--- config.mk ---
export PLATFORM = sky130hd
export DESIGN_NAME = serial_subtractor_flat
export DESIGN_NICKNAME = d
export VERILOG_FILES = /design/src/rtl/serial_subtractor_if.sv /design/src/rtl/serial_subtractor.sv /design/src/flat_wrapper.sv
export SDC_FILE = /design/constraint.sdc
export NUM_CORES = 1
export LEC_CHECK = 0
export BUFFER_PORTS_ARGS = -buffer_cell sky130_fd_sc_hd__buf_4
export CAP_MARGIN = 15
export CORE_MARGIN = 3
export CORE_UTILIZATION = 39
export CTS_CLUSTER_DIAMETER = 40
export DETAILED_ROUTE_END_ITERATION = 10
export PLACE_DENSITY_LB_ADDON = 0.2
export RECOVER_POWER = 25
export SLEW_MARGIN = 5
export SYNTH_ARGS = -nofsm -noshare
export SYNTH_HDL_FRONTEND = slang
export SYNTH_SLANG_ARGS = --single-unit
export TNS_END_PERCENT = 1
--- constraint.sdc ---
create_clock -name clk -period 2.17 [get_ports clk]
set_input_delay 0.434 -clock clk [delete_from_list [all_inputs] [get_ports clk]]
set_output_delay 0.434 -clock clk [all_outputs]
set_load 0.03 [all_outputs]
--- src/rtl/serial_subtractor_if.sv ---
// Handshake and operand/result bundle for the bit-serial subtractor.
// master drives start/a/b and collects the result; slave is the subtractor.
interface serial_subtractor_if #(
   parameter int unsigned WIDTH = 8
) ();
   logic             start;
   logic [WIDTH-1:0] a;
   logic [WIDTH-1:0] b;
   logic             busy;
   logic             done;
   logic [WIDTH-1:0] diff;
   logic             borrow_out;

   modport master (
      output start, a, b,
      input  busy, done, diff, borrow_out
   );

   modport slave (
      input  start, a, b,
      output busy, done, diff, borrow_out
   );
endinterface

--- src/rtl/serial_subtractor.sv ---
// Bit-serial WIDTH-bit subtractor: one full-subtractor bit per clock, LSB first,
// borrow held in a flop between bits; start/busy/done handshake.
module serial_subtractor #(
   parameter int unsigned WIDTH = 8
) (
   input logic          clk,
   input logic          reset,
   serial_subtractor_if.slave bus
);
   localparam int unsigned CntW = $clog2(WIDTH);
   localparam logic [CntW-1:0] LastCnt = CntW'(WIDTH - 1);

   typedef enum logic [1:0] {StIdle, StRun, StDone} state_e;

   state_e           state_q, state_d;
   logic [WIDTH-1:0] sa_q, sa_d;
   logic [WIDTH-1:0] sb_q, sb_d;
   // Bit 0 of the result register would only ever be shifted out, so it is not stored.
   logic [WIDTH-1:1] r_q, r_d;
   logic [CntW-1:0]  cnt_q, cnt_d;
   logic             bor_q, bor_d;
   logic [WIDTH-1:0] diff_q, diff_d;
   logic             borrow_q, borrow_d;
   logic             busy_q, busy_d;
   logic             done_q, done_d;

   logic             d_bit;
   logic             bor_nxt;
   logic [WIDTH-1:0] r_shift;

   always_comb begin
      d_bit   = sa_q[0] ^ sb_q[0] ^ bor_q;
      bor_nxt = (~sa_q[0] & sb_q[0]) | (~(sa_q[0] ^ sb_q[0]) & bor_q);
      r_shift = {d_bit, r_q};

      state_d  = state_q;
      sa_d     = sa_q;
      sb_d     = sb_q;
      r_d      = r_q;
      cnt_d    = cnt_q;
      bor_d    = bor_q;
      diff_d   = diff_q;
      borrow_d = borrow_q;
      busy_d   = busy_q;
      done_d   = 1'b0;

      case (state_q)
         StIdle, StDone: begin
            if (bus.start) begin
               sa_d    = bus.a;
               sb_d    = bus.b;
               bor_d   = 1'b0;
               cnt_d   = '0;
               busy_d  = 1'b1;
               state_d = StRun;
            end else begin
               state_d = StIdle;
            end
         end
         StRun: begin
            sa_d  = sa_q >> 1;
            sb_d  = sb_q >> 1;
            r_d   = r_shift[WIDTH-1:1];
            bor_d = bor_nxt;
            cnt_d = cnt_q + CntW'(1);
            if (cnt_q == LastCnt) begin
               diff_d   = r_shift;
               borrow_d = bor_nxt;
               busy_d   = 1'b0;
               done_d   = 1'b1;
               state_d  = StDone;
            end
         end
         default: begin
            busy_d  = 1'b0;
            state_d = StIdle;
         end
      endcase
   end

   always_ff @(posedge clk) begin
      if (reset) begin
         state_q  <= StIdle;
         sa_q     <= '0;
         sb_q     <= '0;
         r_q      <= '0;
         cnt_q    <= '0;
         bor_q    <= 1'b0;
         diff_q   <= '0;
         borrow_q <= 1'b0;
         busy_q   <= 1'b0;
         done_q   <= 1'b0;
      end else begin
         state_q  <= state_d;
         sa_q     <= sa_d;
         sb_q     <= sb_d;
         r_q      <= r_d;
         cnt_q    <= cnt_d;
         bor_q    <= bor_d;
         diff_q   <= diff_d;
         borrow_q <= borrow_d;
         busy_q   <= busy_d;
         done_q   <= done_d;
      end
   end

   assign bus.busy       = busy_q;
   assign bus.done       = done_q;
   assign bus.diff       = diff_q;
   assign bus.borrow_out = borrow_q;
endmodule

--- src/flat_wrapper.sv ---
// flat-port wrapper written by rule: the top's interface ports become plain ports
module serial_subtractor_flat 
#(
   parameter int unsigned WIDTH = 8
)
  (clk, reset, bus_start, bus_a, bus_b, bus_busy, bus_done, bus_diff, bus_borrow_out);
  serial_subtractor_if #(.WIDTH(WIDTH)) bus_i ();
  input logic clk;
  input logic reset;
  input wire logic [$bits(bus_i.start)-1:0] bus_start;
  input wire logic [$bits(bus_i.a)-1:0] bus_a;
  input wire logic [$bits(bus_i.b)-1:0] bus_b;
  output wire logic [$bits(bus_i.busy)-1:0] bus_busy;
  output wire logic [$bits(bus_i.done)-1:0] bus_done;
  output wire logic [$bits(bus_i.diff)-1:0] bus_diff;
  output wire logic [$bits(bus_i.borrow_out)-1:0] bus_borrow_out;
  assign bus_i.start = bus_start;
  assign bus_i.a = bus_a;
  assign bus_i.b = bus_b;
  assign bus_busy = bus_i.busy;
  assign bus_done = bus_i.done;
  assign bus_diff = bus_i.diff;
  assign bus_borrow_out = bus_i.borrow_out;
  serial_subtractor #(.WIDTH(WIDTH)) u_core (.clk(clk), .reset(reset), .bus(bus_i));
endmodule
==> results of run 1 <==
==> final timing paths <==
path,start,to,slack [ps],cells after the start
hold / removal,bus_b[7],u_core.sb_q[7],390,3
setup / recovery,u_core.state_q[0],u_core.bus.diff[4],640,4
setup reg to reg,u_core.state_q[0],u_core.bus.diff[4],640,4
hold reg to reg,u_core.bus.diff[1],u_core.bus.diff[1],450,2
==> registers in the layout (all words and copies together) (netlist names) <==
signal,flops
u_core.bus.busy,1
u_core.state_q,2
u_core.cnt_q,3
u_core.bus.borrow_out,1
u_core.bus.done,1
u_core.r_q,7
u_core.bus.diff,8
u_core.bor_q,1
u_core.sa_q,8
u_core.sb_q,8
==> power groups by stage <==
stage                     clock, W  combinational, W  sequential (W)
after floorplan                  0          0.000144        0.000806
after global placement           0          0.000190        0.000808
after detailed placement         0          0.000193        0.000807
after CTS                 0.000621          0.000193        0.000790
after global routing      0.000651          0.000212        0.000795
final                     0.000597          0.000189        0.000790
==> cells by family after synthesis <==
| kind of cell | count (synthesis) |
|---|---|
| buffers and inverters | 18 |
| adders and majority gates | 3 |
| and+or+nand+nor | 94 |
| AOI/OAI and AO/OA | 40 |
| DFF | 40 |
==> area by class of cell <==
class | count | area share, %
Sequential cell | 40 | 40.4
Multi-Input combinational cell | 137 | 39.0
Timing Repair Buffer | 34 | 11.4
Clock buffer | 5 | 3.47
Tap cell | 50 | 3.16
Clock inverter | 3 | 2.15
Inverter | 2 | 0.379
==> worst max-delay path: stages, from the launching register on <==
cell and delay, ps:
dfxtp_1 400, and2b_1 320, clkbuf_1 450, nand3_1 160, a21oi_1 140
==> stage by stage <==
stage / hold slack (ps) / instances / total power (W) / area [um2]
after floorplan: 437 / 195 / 0.000950 / 1680
after global placement: 447 / 263 / 0.000998 / 1910
after detailed placement: 451 / 263 / 0.00100 / 1910
after CTS: 380 / 271 / 0.00160 / 2020
after global routing: 408 / 271 / 0.00166 / 1980
final: 386 / 271 / 0.00158 / 1980
==> layout by cell type (no fill, tap or decap), types with 2 or more instances in the layout <==
cell type  count
a21oi_1       23
a311oi_1       3
a311oi_2      12
buf_4         22
clkbuf_1      11
clkbuf_8       5
dfxtp_1       40
ha_1           2
inv_1          2
nand2_1       55
nand2b_1       4
nand3_1       14
nor2_1        18
==> metal layers <==
metal	vias up	routed length, um
li1	705	-
met2	21	1470
met4	0	13
met3	2	116
met5	-	0
met1	648	1510
==> impl_results.md, run 1 <==
* Run status: finished, final reports clean
* Max rail drop VDD at 0.349 mV
* Vias in the first global route at 1253
* Avg Cell Area, Syn at 8.60 um2
* Max-slew headroom at 66.4%
* Port Buf Inserts at 29
* Initial Utilization at 41.0%
* Biggest area consumer among synthesized cells: dfxtp_1
* Asr flop ratio synth at 0%
* Yosys warning count at 0
* Worst skew pair latency at 290 ps
* Routed Wire Length at 3110 um
* Tot GR Track Use at 13.2%
* Commonest cells post-synth: 55 x nand2_1, 40 x dfxtp_1, 23 x a21oi_1, 18 x nor2_1, 14 x nand3_1
* Post-synthesis adder-cell area fraction at 2.69%
* M3 GR Usage at 4.63%
* Mux cell area share after synthesis at 0%
* Synth Cell Area at 1680 um2
* CP endpoint kind: flip-flop
* 1st-pass router iterations at 4
* Setup Buffers After CTS at 0
* Post-DRT Antenna Nets at 0
* Main combinational cell family by area after synthesis: simple AND/OR/NAND/NOR gates
* Setup ws final at 640 ps
* First-pass GRT wire length at 5430 um
* Initial antenna violation count at 0
* Diode count at 0
* Setup violations, final at 0
* TritonCTS buffer count at 5
* Synth Area in Simple Gates at 23.3%
* Cell with the most instances after synthesis: nand2_1
* Setup CP Type: reg -> reg
* Switch share at 24.4%
* Vias at 1376
* Number of enable flip-flop cells after synthesis at 0
* Sequential cell area at 801 um2
* Post-Syn Instances at 195
* Clock sink count at 40
* GR Layer Usage met1 at 16.7%
* Arrival time worst endpoint at 1760 ps
* Die width at 71.6 um
* GR Overflow Total at 0
* Unrepaired setup endpoints after global routing: no
* Combinational fraction of design power at 12.0%
* Area of the multi-input gates at 772 um2
* Tmin final at 1530 ps
* DRC at 0
* Layout Area Growth over Synthesis at 18.1%
* I/O pin count at 30
* Share of post-route cells with drive strength above 1 at 19.5%
* GR Layer Usage met2 at 21.3%
* Worst Clk Skew at 7.56 ps
* Max Fclk at 654 MHz
* Hold Buf Count CTS at 0
* Die area at 5120 um2
* Iter 0 DRT Violations at 68
* CTS clk-pin slew, worst paths at 80 ps
* Synth top area cells: dfxtp_1 48%, nand2_1 12%, a311oi_2 11%
* Reg power frac at 50.1%
* CP Max Fanout at 13
* DPL Wire Length at 2050 um
* Xor-xnor portion of the synthesized cell area at 0%
* Syn Nets at 217
* Internal power at 0.00119 W
* Top_reg_cell synth: dfxtp_1
* Chip Height at 71.6 um
* Pre-CTS setup slack at 816 ps
* Required @ worst endpoint at 2400 ps
* FF+latch count, synth at 40
* Compound-gate portion of the synthesized area at 20.1%
* Final Util at 48.5%
* Leakage power at 0.726 nW
* Hold Crit Class: in -> reg
* PD cells at 796 nW/um2
* Row cnt at 23
* Core ar. at 4090 um2
* Resized cells post-CTS at 0
* Worst-margin pin slew at 504 ps
* Fin. max-slew vios at 0
* Pin count of the biggest net entering global routing at 41
* Max cap viols at 0
* Post-layout net count at 242
* Worst Setup Start Kind: flip-flop
* Post-synthesis sequential area ratio at 47.8%
* GPL Wtd Cong at 0.733
* Clock network power share at 37.9%
* Fillers at 427
* Deepest clock path buffer count at 2
* Final period util at 70.5%
* Share of the synthesized area in the top cell type at 47.8%
* DR vias/cell at 5.08
* Root Buffer: clkbuf_8
* Switching power at 0.000384 W
* Post-synth cell types at 21
* Setup TNS Final at 0 ps
* Grt peak-use layer: met2
* CTS tree: yes
* Endpoints failing hold at 0
* Avg WL per Cell at 11.5 um
* H-tree depth at 2
Note: power is estimated with default switching activity, not from simulation.
==> run 2, diff against run 1 <==
Clock period 2.17 ns to 1.4 ns, I/O delays scaled along.
==> run 2 against run 1 <==
Compared with the run above:
- final cell count up 0.37%
- largest power group unchanged
- wire length up 4.9%
- first-iteration DRC count down 21%
- hold slack worse by 150 ps
- clock skew down 3.8 ps
==> impl_results.md, run 2 (synthesis gave the netlist of run 1 again) <==
* Area of the multi-input gates at 772 um2 (unchanged)
* Layout Area Growth over Synthesis at 19.0%
* Hold Crit Class: in -> reg
* Port Buf Inserts at 29 (unchanged)
* DRC at 0 (unchanged)
* Die area at 5120 um2 (unchanged)
* Total Power at 0.00232 W (+47%)
* Fin. max-slew vios at 0 (unchanged)
* Max Fclk at 785 MHz (+20%)
* Worst Setup Start Kind: flip-flop
* Design area at 2000 um2 (+0.76%)
* Arrival time worst endpoint at 1480 ps (-280 ps)
* Tot GR Track Use at 14.0% (+0.74 points)
* I/O pin count at 30 (unchanged)
* Avg WL per Cell at 12.0 um (+4.5%)
* PD cells at 1160 nW/um2 (+46%)
* Most common cell after layout, fill and taps aside: nand2_1
* CP Max Fanout at 12 (-1)
* Core ar. at 4090 um2 (unchanged)
* Post-DRT Antenna Nets at 0 (unchanged)
* Unrepaired setup endpoints after global routing: no
* Clock sink count at 40 (unchanged)
* Worst Hold Path Cells at 3 (unchanged)
* Final period util at 91.0% (+21 points)
* Initial Utilization at 41.0% (unchanged)
* Most frequent cells in the layout: 55 x nand2_1, 40 x dfxtp_1, 23 x a21oi_1, 22 x buf_4, 18 x nor2_1
* DR vias/cell at 5.01 (-1.4%)
* Pin count of the biggest net entering global routing at 43 (+4.9%)
* Post-layout net count at 243 (+0.41%)
* Fillers at 423 (-0.94%)
* GPL Wtd Cong at 0.708 (-3.4%)
* Hold Buf Count CTS at 0 (unchanged)
* Max cap viols at 0 (unchanged)
* Max-slew headroom at 67.7% (+1.3 points)
* Resized cells post-CTS at 0 (unchanged)
* Root Buffer: clkbuf_8
* Setup CP Type: reg -> reg
* Worst skew pair latency at 290 ps (about the same)
* TritonCTS buffer count at 5 (unchanged)
* Tmin final at 1270 ps (-255 ps)
* Diode count at 0 (unchanged)
* DPL Wire Length at 2020 um (-1.5%)
* Die width at 71.6 um (unchanged)
* Required @ worst endpoint at 1600 ps (-800 ps)
* Vias in the first global route at 1291 (+3.0%)
* Deepest clock path buffer count at 2 (unchanged)
* CP endpoint kind: flip-flop
* Initial antenna violation count at 0 (unchanged)
* Leakage power at 0.735 nW (+1.1%)
* Setup violations, final at 0 (unchanged)
* Run status: finished, final reports clean
* Row cnt at 23 (unchanged)
* H-tree depth at 2 (unchanged)
* GR Overflow Total at 0 (unchanged)
* 1st-pass router iterations at 4 (unchanged)
* Placed Area at 1940 um2 (+1.3%)
* Routed Wire Length at 3260 um (+4.9%)
* Chip Height at 71.6 um (unchanged)
* Worst-margin pin slew at 484 ps (-19.4 ps)
* Sequential cell area at 801 um2 (unchanged)
* Vias at 1362 (-1.0%)
* CTS tree: yes
* Endpoints failing hold at 0 (unchanged)
* Max rail drop VDD at 0.757 mV (+120%)
* Setup TNS Final at 0 ps (unchanged)
* First-pass GRT wire length at 5640 um (+3.9%)
* Number of cells on the worst reg-to-reg path at 5 (+1)
* Iter 0 DRT Violations at 54 (-21%)
* Worst Clk Skew at 3.75 ps (-3.81 ps)
* CTS clk-pin slew, worst paths at 70 ps (about the same)
* Share of post-route cells with drive strength above 1 at 19.4% (-0.088 points)
## run 2: cell count changes in the layout (fill, tap and decap cells not counted)
cell	previous run	this run
buf_12	1	3
bufinv_16	1	0
clkbuf_1	11	12
clkbuf_8	5	6
clkinv_2	1	0
clkinvlp_4	1	0
## run 2: area by class of cell
type,instances,share of cell area (%)
Timing Repair Buffer,35,13.2
Inverter,2,0.376
Tap cell,50,3.13
Multi-Input combinational cell,137,38.7
Clock buffer,8,4.51
Sequential cell,40,40.1
## run 2: critical path, cell delays in order (launching register included)
cell and delay (ps):
dfxtp_1 360, ha_1 160, ha_1 160, buf_4 190, a21oi_1 80, a311oi_1 240
## run 2: final timing paths
path | startpoint | endpoint | slack [ps]
worst max-delay path | u_core.cnt_q[0] | u_core.bus.borrow_out | 130
worst min-delay path | bus_b[7] | u_core.sb_q[7] | 240
worst max register to register | u_core.cnt_q[0] | u_core.bus.borrow_out | 130
worst min register to register | u_core.bus.diff[5] | u_core.bus.diff[5] | 460
## run 2: stage by stage
step,setup WS [ps],cells,hold WS (ps),utilization (%)
floorplan,166,195,416,-
global placement,80.5,263,445,47.4
detailed placement,27.4,263,451,47.4
CTS,7.73,271,231,49.6
global route,50.9,272,253,48.8
finish,126,272,235,48.8
## run 2: per-layer routing
metal,wire (um),part of all wire (%),global-route usage [%],up-vias
li1,-,-,-,710
met1,1590,49,17.5,626
met3,115,3.5,3.51,7
met5,0,0,0,-
met4,90,2.8,8.77,0
met2,1460,45,21.3,19
## run 2: repair_timing
item / 4_1_cts / 5_1_grt
setup endpoints to repair: 0 / 8
hold endpoints to repair: 0 / 0
buffers inserted: 0 / 1
## run 2: power by group
part           internal [W]  switching [W]
Sequential          0.00119      0.0000317
Combinational      0.000141       0.000169
Clock              0.000402       0.000380
==> run 3, diff against run 2 <==
Settings changed: ABC_AREA set to 1.
==> run 3 against run 2 <==
Compared with the run above:
- critical path depth down 4
- design area up 8.6%
- clock skew up 3.3 ps
- critical path type is now reg -> out
- largest cell class unchanged
==> impl_results.md, run 3 <==
* Reg2Reg Setup Slack at 180 ps (+50 ps)
* Setup crit end: bus_diff[7]
* GR Overflow Total at 0 (unchanged)
* Critical path, cell by cell: clkbuf_1
* Worst skew pair latency at 290 ps (about the same)
* CTS tree: yes
* Port Buf Inserts at 29 (unchanged)
* Root Buffer: clkbuf_8
* Run status: finished, final reports clean
* Hold Buf Count CTS at 0 (unchanged)
* Pin count of the biggest net entering global routing at 23 (-47%)
* Vias in the first global route at 1475 (+14%)
* Crit-path slowest cell: dfxtp_1
* Syn Nets at 274 (+26%)
* Share of post-route cells with drive strength above 1 at 15.4% (-3.9 points)
* Share of the synthesized area in the top cell type at 44.3% (-3.5 points)
* Avg Cell Area, Syn at 7.17 um2 (-17%)
* CP Max Fanout at 2 (-10)
* Max Fclk at 806 MHz (+2.7%)
* PD cells at 1210 nW/um2 (+4.0%)
* Row cnt at 24 (+4.3%)
* Number of cells on the worst reg-to-reg path at 4 (-1)
* Hold Crit Class: in -> reg
* Post-Place Cells at 329 (+25%)
* CTS clk-pin slew, worst paths at 90 ps (+20 ps)
* Initial Utilization at 41.0% (-0.071 points)
* Setup CP Type: reg -> out
* CP endpoint kind: output pin
* Tot GR Track Use at 14.9% (+0.95 points)
* Clock sink count at 40 (unchanged)
* Die width at 74.1 um (+3.5%)
* CP top delay family: flip-flops
* Synth top area cells: dfxtp_1 44%, nand3_1 12%, nand2_1 9.1%
* FF-to-FF Start: u_core.sb_q[0]
* GPL Wtd Cong at 0.727 (+2.6%)
* DR vias/cell at 4.70 (-6.2%)
* Setup crit start: u_core.bus.diff[7]
* DRC at 0 (unchanged)
* Setup violations, final at 0 (unchanged)
* Resized cells post-CTS at 0 (unchanged)
* Final period util at 88.7% (-2.4 points)
* Top_reg_cell synth: dfxtp_1
* Setup TNS Final at 0 ps (unchanged)
* Commonest cells post-synth: 44 x nand2_1, 42 x nand3_1, 40 x dfxtp_1, 39 x inv_1, 23 x nor2_1
* Post-synth cell types at 17 (-19%)
* Post-Syn Instances at 252 (+29%)
* Setup Buffers After CTS at 0 (unchanged)
* Diode count at 0 (unchanged)
* Deepest clock path buffer count at 2 (unchanged)
* Worst Path Buf+Inv at 1 (unchanged)
* Leakage power at 1.04 nW (+41%)
* Die area at 5490 um2 (+7.2%)
* Endpoints failing hold at 0 (unchanged)
* DPL Wire Length at 2480 um (+23%)
* Yosys warning count at 0 (unchanged)
* Initial antenna violation count at 0 (unchanged)
* Vias at 1583 (+16%)
* Fin cells at 337 (+24%)
* Synth Cell Area at 1810 um2 (+7.8%)
* R2R Path End: u_core.bus.diff[7]
* Required @ worst endpoint at 1120 ps (-480 ps)
* Core ar. at 4410 um2 (+8.0%)
* Number of cells on the critical path at 1 (-4)
* Arrival time worst endpoint at 960 ps (-520 ps)
* Cell with the most instances after synthesis: nand2_1
* Asr flop ratio synth at 0% (unchanged)
* Worst-margin pin slew at 370 ps (-114 ps)
* Worst Clk Skew at 7.03 ps (+3.28 ps)
* Unrepaired setup endpoints after global routing: no
* Most frequent cells in the layout: 44 x nand2_1, 41 x nand3_1, 40 x dfxtp_1, 39 x inv_1, 27 x buf_4
* Avg WL per Cell at 10.7 um (-11%)
* Layout Area Growth over Synthesis at 19.9%
* Routed Wire Length at 3610 um (+11%)
* First-pass GRT wire length at 6460 um (+14%)
* Max-slew headroom at 75.4% (+7.7 points)
* TritonCTS buffer count at 5 (unchanged)
* Number of enable flip-flop cells after synthesis at 0 (unchanged)
* H-tree depth at 2 (unchanged)
* 1st-pass router iterations at 4 (unchanged)
* Fin. max-slew vios at 0 (unchanged)
* Worst Setup Start Kind: flip-flop
* Max rail drop VDD at 0.614 mV (-19%)
* Tmin final at 1240 ps (-33.0 ps)
* FF+latch count, synth at 40 (unchanged)
* Max cap viols at 0 (unchanged)
* Post-layout net count at 306 (+26%)
* WHS at 209 ps (-26.5 ps)
* Biggest area consumer among synthesized cells: dfxtp_1
* I/O pin count at 30 (unchanged)
* Min-Delay Startpoint: bus_b[6]
* Chip Height at 74.1 um (+3.5%)
* Iter 0 DRT Violations at 110 (+100%)
* Crit path largest cell delay at 350 ps (about the same)
* Post-synthesis sequential area ratio at 44.3% (-3.5 points)
* Post-DRT Antenna Nets at 0 (unchanged)
* Most common cell after layout, fill and taps aside: nand2_1
## run 3: cell count changes in the layout (fill, tap and decap cells not counted), sizes merged, moves of 8 or more
cell | before | now
nand3 | 14 | 42
nand2 | 55 | 47
nor3 | 0 | 14
a21oi | 23 | 14
o21ai | 0 | 12
inv | 2 | 41
a311oi | 15 | 0
## run 3: final cells by class
cell class                      instances  area [um2]
Fill cell                             466        2250
Clock inverter                          3        46.3
Clock buffer                            5        68.8
Tap cell                               52        65.1
Inverter                               40         150
Timing Repair Buffer                   40         284
Sequential cell                        40         801
Multi-Input combinational cell        157         752
## run 3: kinds of logic after synthesis
family | Yosys count | share of synthesized area [%]
fa+ha+maj | 3 | 2.49
simple gates | 128 | 31.5
compound gates | 26 | 7.20
flops | 40 | 44.3
buf+inv | 55 | 14.5
## run 3: worst min path at each step
stage	endpoint	cells past startpoint	slack, ps
2_1_floorplan	u_core.sb_q[2]	2	420
5_1_grt	u_core.sa_q[1]	3	210
6_report	u_core.sb_q[6]	3	210
4_1_cts	u_core.sa_q[3]	3	200
3_3_place_gp	u_core.cnt_q[0]	1	440
3_5_place_dp	u_core.cnt_q[0]	1	450
## run 3: stage by stage
stage          area, um2  util, %  setup slack [ps]  power (W)
2_1_floorplan       1810        -               245    0.00156
3_5_place_dp        2090     47.3               125    0.00168
4_1_cts             2200     49.9               110    0.00266
3_3_place_gp        2090     47.3               152    0.00167
6_report            2170     49.1               159    0.00262
5_1_grt             2170     49.1              31.3    0.00277
## run 3: power by group
group	switching (W)	leakage (nW)	internal [W]
Sequential	0.0000322	0.328	0.00121
Clock	0.000434	0.0548	0.000537
Combinational	0.000225	0.652	0.000175
Total	0.000691	1.04	0.00192
## run 3: routing by layer
| layer | share of wire, % | vias to the layer above | routed length, um | track usage (%) |
|---|---|---|---|---|
| li1 | - | 854 | - | - |
| met1 | 51 | 696 | 1830 | 19.9 |
| met2 | 44 | 29 | 1580 | 23.6 |
| met3 | 4.8 | 4 | 172 | 4.05 |
| met4 | 0.91 | 0 | 33 | 4.23 |
| met5 | 0 | - | 0 | 0 |
